## config.mk

```make
export PLATFORM = sky130hd
export DESIGN_NAME = apb_req_arbiter
export DESIGN_NICKNAME = d
export VERILOG_FILES = /design/src/rtl/apb_arb_pkg.sv /design/src/rtl/rr_picker.sv /design/src/rtl/apb_req_arbiter.sv
export SDC_FILE = /design/constraint.sdc
export NUM_CORES = 1
export LEC_CHECK = 0
export CAP_MARGIN = 5
export CORE_UTILIZATION = 36
export CTS_BUF_LIST = sky130_fd_sc_hd__clkbuf_8
export DETAILED_ROUTE_END_ITERATION = 8
export PLACE_DENSITY = 0.79
export REMOVE_ABC_BUFFERS = 1
export SYNTH_ARGS = -nofsm -noshare
export SYNTH_HDL_FRONTEND = slang
export SYNTH_HIERARCHICAL = 1
export SYNTH_SLANG_ARGS = --single-unit
```

## constraint.sdc

```tcl
create_clock -name clk -period 1.7 [get_ports clk]
set_clock_uncertainty 0.15 [all_clocks]
set_input_delay 0.255 -clock clk [delete_from_list [all_inputs] [get_ports clk]]
set_output_delay 0.255 -clock clk [all_outputs]
set_load 0.05 [all_outputs]
```

## src/rtl/apb_arb_pkg.sv

```systemverilog
// Shared types and helpers for the APB request arbiter.
package apb_arb_pkg;

    typedef enum logic [1:0] {
        IDLE      = 2'd0,
        ISSUE     = 2'd1,
        WAIT_DONE = 2'd2
    } arb_state_t;

    localparam logic [31:0] ARB_TIMEOUT_DATA = 32'hDEAD_BEEF;

    // Rotate the round-robin pointer to the slot after the last grant.
    function automatic int next_ptr(input int g, input int n);
        return (g + 1 >= n) ? 0 : g + 1;
    endfunction

endpackage

```

## src/rtl/rr_picker.sv

```systemverilog
// Combinational round-robin pick: first set request at or after ptr, wrapping.
module rr_picker #(
    parameter int NUM_REQ = 2,
    parameter int IDX_W   = 1
) (
    input  logic [NUM_REQ-1:0] req,
    input  logic [IDX_W-1:0]   ptr,
    output logic [IDX_W-1:0]   grant,
    output logic               any_req
);

    int   idx;
    logic found;

    always_comb begin
        grant = '0;
        found = 1'b0;
        idx   = 0;
        for (int k = 0; k < NUM_REQ; k++) begin
            idx = int'(ptr) + k;
            if (idx >= NUM_REQ) idx = idx - NUM_REQ;
            if (!found && req[idx[IDX_W-1:0]]) begin
                grant = idx[IDX_W-1:0];
                found = 1'b1;
            end
        end
    end

    assign any_req = |req;

endmodule

```

## src/rtl/apb_req_arbiter.sv

```systemverilog
// Round-robin arbiter sharing one apb_master_interface start/done port among NUM_REQ requesters.
// Optional WAIT_DONE watchdog enabled by defining ARB_TIMEOUT_EN.
//
// state     | meaning
// IDLE      | no transaction outstanding; grant on any req_valid
// ISSUE     | req_ready/m_start pulse visible; payload latched on m_*
// WAIT_DONE | waiting for m_done (or watchdog expiry)
module apb_req_arbiter
    import apb_arb_pkg::*;
#(
    parameter int NUM_REQ        = 2,
    parameter int ADDR_W         = 32,
    parameter int DATA_W         = 32,
    parameter int TIMEOUT_CYCLES = 256
) (
    input  logic                      clk,
    input  logic                      rst,
    input  logic [NUM_REQ-1:0]        req_valid,
    input  logic [NUM_REQ*ADDR_W-1:0] req_addr,
    input  logic [NUM_REQ*DATA_W-1:0] req_wdata,
    input  logic [NUM_REQ-1:0]        req_write,
    output logic [NUM_REQ-1:0]        req_ready,
    output logic [NUM_REQ-1:0]        rsp_valid,
    output logic [DATA_W-1:0]         rsp_rdata,
    output logic                      rsp_err,
    output logic                      m_start,
    output logic [ADDR_W-1:0]         m_addr,
    output logic [DATA_W-1:0]         m_wdata,
    output logic                      m_write_en,
    input  logic [DATA_W-1:0]         m_rdata,
    input  logic                      m_done
);

    localparam int IDX_W = (NUM_REQ > 1) ? $clog2(NUM_REQ) : 1;

    arb_state_t       state_q, state_d;
    logic [IDX_W-1:0] ptr_q;
    logic [IDX_W-1:0] grant_q;
    logic [IDX_W-1:0] pick;
    logic             any_req;
    logic             do_grant;
    logic             do_done;
    logic             do_timeout;

    rr_picker #(
        .NUM_REQ (NUM_REQ),
        .IDX_W   (IDX_W)
    ) u_picker (
        .req     (req_valid),
        .ptr     (ptr_q),
        .grant   (pick),
        .any_req (any_req)
    );

`ifdef ARB_TIMEOUT_EN
    localparam int TMO_W = $clog2(TIMEOUT_CYCLES + 1);
    logic [TMO_W-1:0] tmo_q;
    logic             tmo_hit;

    // Counter holds the number of completed WAIT_DONE cycles, so the last one is TIMEOUT_CYCLES-1.
    assign tmo_hit = (tmo_q == TMO_W'(TIMEOUT_CYCLES - 1));
`endif

    always_comb begin
        state_d    = state_q;
        do_grant   = 1'b0;
        do_done    = 1'b0;
        do_timeout = 1'b0;
        case (state_q)
            IDLE: begin
                if (any_req) begin
                    do_grant = 1'b1;
                    state_d  = ISSUE;
                end
            end
            ISSUE: state_d = WAIT_DONE;
            WAIT_DONE: begin
                if (m_done) begin
                    do_done = 1'b1;
                    state_d = IDLE;
                end
`ifdef ARB_TIMEOUT_EN
                else if (tmo_hit) begin
                    do_timeout = 1'b1;
                    state_d    = IDLE;
                end
`endif
            end
            default: state_d = IDLE;
        endcase
    end

    always_ff @(posedge clk) begin
        if (rst) begin
            state_q    <= IDLE;
            ptr_q      <= '0;
            grant_q    <= '0;
            req_ready  <= '0;
            rsp_valid  <= '0;
            rsp_rdata  <= '0;
            rsp_err    <= 1'b0;
            m_start    <= 1'b0;
            m_addr     <= '0;
            m_wdata    <= '0;
            m_write_en <= 1'b0;
        end else begin
            state_q   <= state_d;
            req_ready <= '0;
            m_start   <= 1'b0;
            rsp_valid <= '0;
            rsp_err   <= 1'b0;
            if (do_grant) begin
                grant_q          <= pick;
                m_addr           <= req_addr[pick*ADDR_W +: ADDR_W];
                m_wdata          <= req_wdata[pick*DATA_W +: DATA_W];
                m_write_en       <= req_write[pick];
                req_ready[pick]  <= 1'b1;
                m_start          <= 1'b1;
            end
            if (do_done || do_timeout) begin
                rsp_valid[grant_q] <= 1'b1;
                ptr_q              <= IDX_W'(next_ptr(int'(grant_q), NUM_REQ));
            end
            if (do_done) rsp_rdata <= m_rdata;
            if (do_timeout) begin
                rsp_rdata <= DATA_W'(ARB_TIMEOUT_DATA);
                rsp_err   <= 1'b1;
            end
        end
    end

`ifdef ARB_TIMEOUT_EN
    always_ff @(posedge clk) begin
        if (rst)
            tmo_q <= '0;
        else if (state_q == WAIT_DONE && state_d == WAIT_DONE)
            tmo_q <= tmo_q + 1'b1;
        else
            tmo_q <= '0;
    end
`endif

endmodule

```

==> flow_summary.json, run 1 <==
{
  "critPathMaxFanout": 19,
  "yosysSeqAreaShare_pct": 44.7,
  "finalCriticalPeriod_ns": 1.63,
  "gp_congestion": 0.733,
  "nets": 888,
  "numCtsBuffers": 9,
  "yosysTopAreaCell": "dfxtp_1",
  "clock_latency_ns": 0.35,
  "syn-cell-area_sq_mm": 0.00474,
  "synthTopCellsByArea": "dfxtp_1, mux2i_1, nand2b_1, o22ai_1, buf_6",
  "power.density_mw_per_mm2": 849,
  "grtUsageTotal_pct": 18.5,
  "rows": 41,
  "cts_htree_levels": 3,
  "drive_above_1_share_pct": 20.8,
  "fin_cells": 898,
  "hold_class": "in -> reg",
  "antenna_found_initial": 0,
  "crit_family": "buffers and inverters",
  "grt_pass1_wl_um": 19400,
  "die-area_sq_mm": 0.0136,
  "core_sq_mm": 0.0127,
  "synthSimpleGateAreaFrac_pct": 19.0,
  "synth_top_area_share_pct": 44.7,
  "via_per_inst": 4.70,
  "clk_pin_slew_worst_paths_ns": 0.09,
  "dp_hpwl_um": 10000,
  "finalHoldViolCount": 0,
  "ctsResizeCount": 0,
  "outcome": "finished clean",
  "avgRoutedWirePerCell_um": 14.9,
  "timing.hold.ws_ns": 0.312,
  "multi_input_area_sq_mm": 0.00237,
  "numClockSinks": 106,
  "slew_violations": 0,
  "drt_wl_total_um": 13400,
  "drt_iter0_markers": 184,
  "grtUsageMet2_pct": 33.4,
  "vdd_drop_max_uv": 403,
  "use_met1_pct": 20.9,
  "top_usage_layer": "met2",
  "pin_count": 270,
  "drc_errors": 0,
  "route.vias.total": 4220,
  "postCtsHoldBufs": 0,
  "die_w_um": 117,
  "clock.fmax_mhz": 613,
  "synth-xor-area-share_pct": 0,
  "timing.critical_path.buf_inv": 4,
  "start_util_pct": 37.3,
  "crit_slowest_cell": "clkdlybuf4s50_1",
  "io_buffers": 268,
  "synth_warnings": 6,
  "p_leak_nw": 3.02,
  "endpoint_kind": "flop",
  "yosys_register_bits": 106,
  "clockBufferDepth": 2,
  "syn_to_final_growth_pct": 61.1,
  "drv_cap": 0,
  "overflow": 0,
  "regArea_sq_mm": 0.00212,
  "crit_arrival_ns": 1.71,
  "diodes": 0,
  "cts_root_buf": "clkbuf_8",
  "rrSetupSlack_ns": 0.11,
  "cts_setup_buffers": 0,
  "path_cells": "clkdlybuf4s50_1 > buf_4 > a21boi_4 > buf_4 > buf_12 > mux2i_1 > o22ai_1",
  "grt_max_degree": 136,
  "synthAdderAreaFrac_pct": 0,
  "fp.dieH_um": 117,
  "cts_tree": "yes",
  "crit_required_ns": 1.78,
  "synthCells": 463,
  "start_kind": "input pin",
  "fill_cells": 1069,
  "place_inst": 882,
  "rsz0062_at_grt": "no",
  "synth_top_family_by_area": "multiplexers",
  "critPathKind": "in -> reg",
  "synth_cell_type_count": 23,
  "path_common_cell": "buf_4",
  "syn_area_per_cell_sq_um": 10.2,
  "met3_usage_pct": 5.05,
  "finalCritPeriodShare_pct": 95.9,
  "setup_viol": 0,
  "drt-pass1-iter-count": 6,
  "synth_compound_area_share_pct": 9.76,
  "cpPeakStageDelay_ns": 0.42,
  "ant_nets": 0,
  "grt_pass1_vias": 4010,
  "synthMuxAreaShare_pct": 20.7
}
[worst reg2reg max path, stage by stage, from the launching register on]
cell and delay [ns]:
dfxtp_1 0.34, inv_1 0.07, a21boi_4 0.19, buf_4 0.16, buf_12 0.17, mux2i_1 0.27, o22ai_1 0.12
[routing by layer]
| layer | up-vias | part of all wire [%] |
|---|---|---|
| met3 | 9 | 9.0 |
| met5 | - | 0 |
| met1 | 1919 | 42 |
| met4 | 0 | 1.2 |
| li1 | 2110 | - |
| met2 | 182 | 48 |
[synthesized netlist by cell type (all sizes together)]
cell,count
a21boi,1
a21oi,1
and3b,1
buf,25
clkbuf,18
conb,1
dfxtp,106
inv,4
mux2,1
mux2i,97
nand2b,131
nand3b,1
nor2,3
nor2b,1
nor3,1
nor3b,2
o22ai,66
or2,1
or3b,1
or4b,1
[final timing paths]
kind / start / to / depth (start not counted)
worst min-delay path: m_rdata[19] / rsp_rdata[19] / 3
worst max register to register: ptr_q / m_addr[21] / 6
worst max-delay path: req_valid[0] / m_addr[21] / 7
worst min register to register: rsp_rdata[13] / rsp_rdata[13] / 2
[cells in the final DEF, fill, tap and decap left out, types with 3 or more instances in the layout]
cell             instances
buf_12                   9
buf_4                  115
clkbuf_8                13
clkdlybuf4s50_1        165
dfxtp_1                106
inv_1                    6
mux2i_1                 97
nand2b_1               131
nor2_1                   3
o22ai_1                 60
o22ai_2                  6
[flip-flops by register name, summed over array words and instances, names as in the netlist]
| name | cells |
|---|---|
| m_addr | 32 |
| m_start | 1 |
| grant_q | 1 |
| ptr_q | 1 |
| m_wdata | 32 |
| state_q | 2 |
| m_write_en | 1 |
| rsp_valid | 2 |
| rsp_rdata | 32 |
| req_ready | 2 |
[cells by family (layout without fill, tap and decap cells)]
kind of cell | after synthesis | after routing
simple gates | 143 | 143
flops | 106 | 106
mux | 98 | 98
compound gates | 68 | 68
buf+inv | 47 | 310
other cells | 1 | 1
[cell type report]
class,count,area share [%]
clock buffers,13,2.34
clock inverters,3,0.491
well taps,172,2.82
multi-input cells,310,31.0
flip-flops and latches,106,27.8
inverters,4,0.197
repair buffers,290,35.4
[metrics by stage]
stage	power, mW	util (%)	instance area [sq um]	setup WS (ns)	TNS, ns
after global routing	6.77	60.0	7640	0.0141	0
after CTS	6.56	60.0	7640	0.0890	0
after detailed placement	4.91	58.3	7420	-0.282	-14.93
after floorplan	3.99	-	4490	-4.11	-287.89
final	6.48	60.0	7640	0.0695	0
after global placement	4.88	58.3	7420	-0.276	-16.04
[report_power, final]
part / switching [mW] / leakage, nW / internal [mW] / total, mW
Combinational: 1.16 / 2.03 / 0.907 / 2.06
Sequential: 0.107 / 0.869 / 2.67 / 2.78
Clock: 0.804 / 0.118 / 0.834 / 1.64
Total: 2.07 / 3.02 / 4.42 / 6.48
Note: power is estimated with default switching activity, not from simulation.
==> run 2, diff against run 1 <==
Settings changed: SETUP_SLACK_MARGIN from default to 0.1.
==> run 2 against run 1 <==
  * Cell area grew 6.4%
  * Die area is the same
  * Total power grew 3.6%
  * Largest cell class unchanged
==> flow_summary.json, run 2 (synthesis gave the netlist of run 1 again) <==
{
  "avgRoutedWirePerCell_um": 16.6,
  "grt_max_degree": 136,
  "total_power_mw": 6.72,
  "grt_pass1_vias": 4032,
  "placed_area_sq_mm": 0.00742,
  "drt_wl_total_um": 15200,
  "cts_tree": "yes",
  "numCtsBuffers": 9,
  "fin_setup_tns_ns": 0,
  "routed.top_layer": "met4",
  "finalCritPeriodShare_pct": 92.5,
  "clock_latency_ns": 0.35,
  "diodes": 0,
  "die-area_sq_mm": 0.0136,
  "met2_wirelength_um": 7580,
  "gp_congestion": 0.733,
  "clk_pin_slew_worst_paths_ns": 0.09,
  "cts_htree_levels": 3,
  "power.density_mw_per_mm2": 827,
  "drt-pass1-iter-count": 4,
  "startpoint": "state_q[0]",
  "crit_arrival_ns": 1.71,
  "vdd_drop_max_uv": 524,
  "met3WireLength_um": 1240,
  "route.vias.total": 4366,
  "rows": 41,
  "syn_to_final_growth_pct": 71.3,
  "endpoint_kind": "flop",
  "min-delay-start": "m_rdata[19]",
  "rsz0062_at_grt": "yes",
  "fp.dieH_um": 117,
  "r2r_start": "state_q[0]",
  "fin_util_pct": 63.9,
  "core_sq_mm": 0.0127,
  "pin_count": 270,
  "clock.fmax_mhz": 636,
  "critPathMaxFanout": 7,
  "via_per_inst": 4.75,
  "nets": 909,
  "setup_slack_ns": 0.127,
  "finalInstanceArea_sq_mm": 0.00812,
  "reg_top3": "m_addr (32), m_wdata (32), rsp_rdata (32)",
  "setup_viol": 0,
  "final_cell_mix": "clkdlybuf4s50_1, nand2b_1, buf_4",
  "dp_slack_ns": -0.282,
  "numClockSinks": 106,
  "p_leak_nw": 3.25,
  "critPathKind": "reg -> reg",
  "finalCriticalPeriod_ns": 1.57,
  "rrSetupSlack_ns": 0.13,
  "overflow": 0,
  "clockBufferDepth": 2,
  "wl_met1_um": 6240,
  "dp_hpwl_um": 10000,
  "cts_root_buf": "clkbuf_8",
  "antenna_found_initial": 0,
  "start_kind": "flop",
  "io_buffers": 268,
  "drive_above_1_share_pct": 25.0,
  "grtUsageTotal_pct": 18.6,
  "slew_violations": 0,
  "hold_class": "in -> reg",
  "crit_required_ns": 1.84,
  "drt_iter0_markers": 215,
  "outcome": "finished clean",
  "start_util_pct": 37.3,
  "drc_errors": 0,
  "drv_cap": 0,
  "finalHoldViolCount": 0,
  "grt_pass1_wl_um": 19600,
  "final_common_cell": "clkdlybuf4s50_1",
  "ant_nets": 0,
  "die_w_um": 117,
  "fill_cells": 1011
}
## run 2: layer usage
layer / global-route usage (%) / vias to the layer above
met5: 0 / -
met4: 6.24 / 0
met3: 4.99 / 12
met2: 33.9 / 187
met1: 21.0 / 2005
li1: - / 2162
## run 2: worst max-delay path: stages (launching register included)
cell and delay, ns:
dfxtp_4 0.37, or4b_4 0.64, clkbuf_16 0.21, o22ai_2 0.13
## run 2: power by group
part | internal, mW | total (mW) | switching [mW] | leakage [nW]
combinational | 1.04 | 2.28 | 1.23 | 2.26
clock | 0.834 | 1.66 | 0.824 | 0.118
sequential | 2.68 | 2.79 | 0.110 | 0.870
total | 4.55 | 6.72 | 2.17 | 3.25
## run 2: through the flow
stage | std cells | hold WS [ns]
finish | 919 | 0.309
global placement | 882 | 0.310
floorplan | 420 | 0.174
detailed placement | 882 | 0.319
global route | 919 | 0.311
CTS | 899 | 0.290
## run 2: cell type report
class | count | area, sq um | area share (%)
Multi-Input combinational cell | 311 | 2480 | 30.5
Timing Repair Buffer | 310 | 3070 | 37.8
Inverter | 4 | 15.0 | 0.185
Sequential cell | 106 | 2130 | 26.2
Tap cell | 172 | 215 | 2.65
Clock buffer | 13 | 179 | 2.20
Clock inverter | 3 | 37.5 | 0.462
## run 2: timing repair
action,CTS,global route
hold buffers,0,0
setup buffers,1,5
resized for setup,2,25
endpoints found under the setup margin,1,52
gates cloned,0,15
pin swaps,0,18
## run 2: final timing paths
path	cells after the start	to
max	3	grant_q
min	3	rsp_rdata[19]
max reg2reg	3	grant_q
min reg2reg	2	rsp_rdata[3]
==> run 3, diff against run 2 <==
Settings changed: CTS_CLUSTER_DIAMETER from default to 40.
==> results of run 3 <==
Final layout, timing and power as in run 2 (identical DEF).
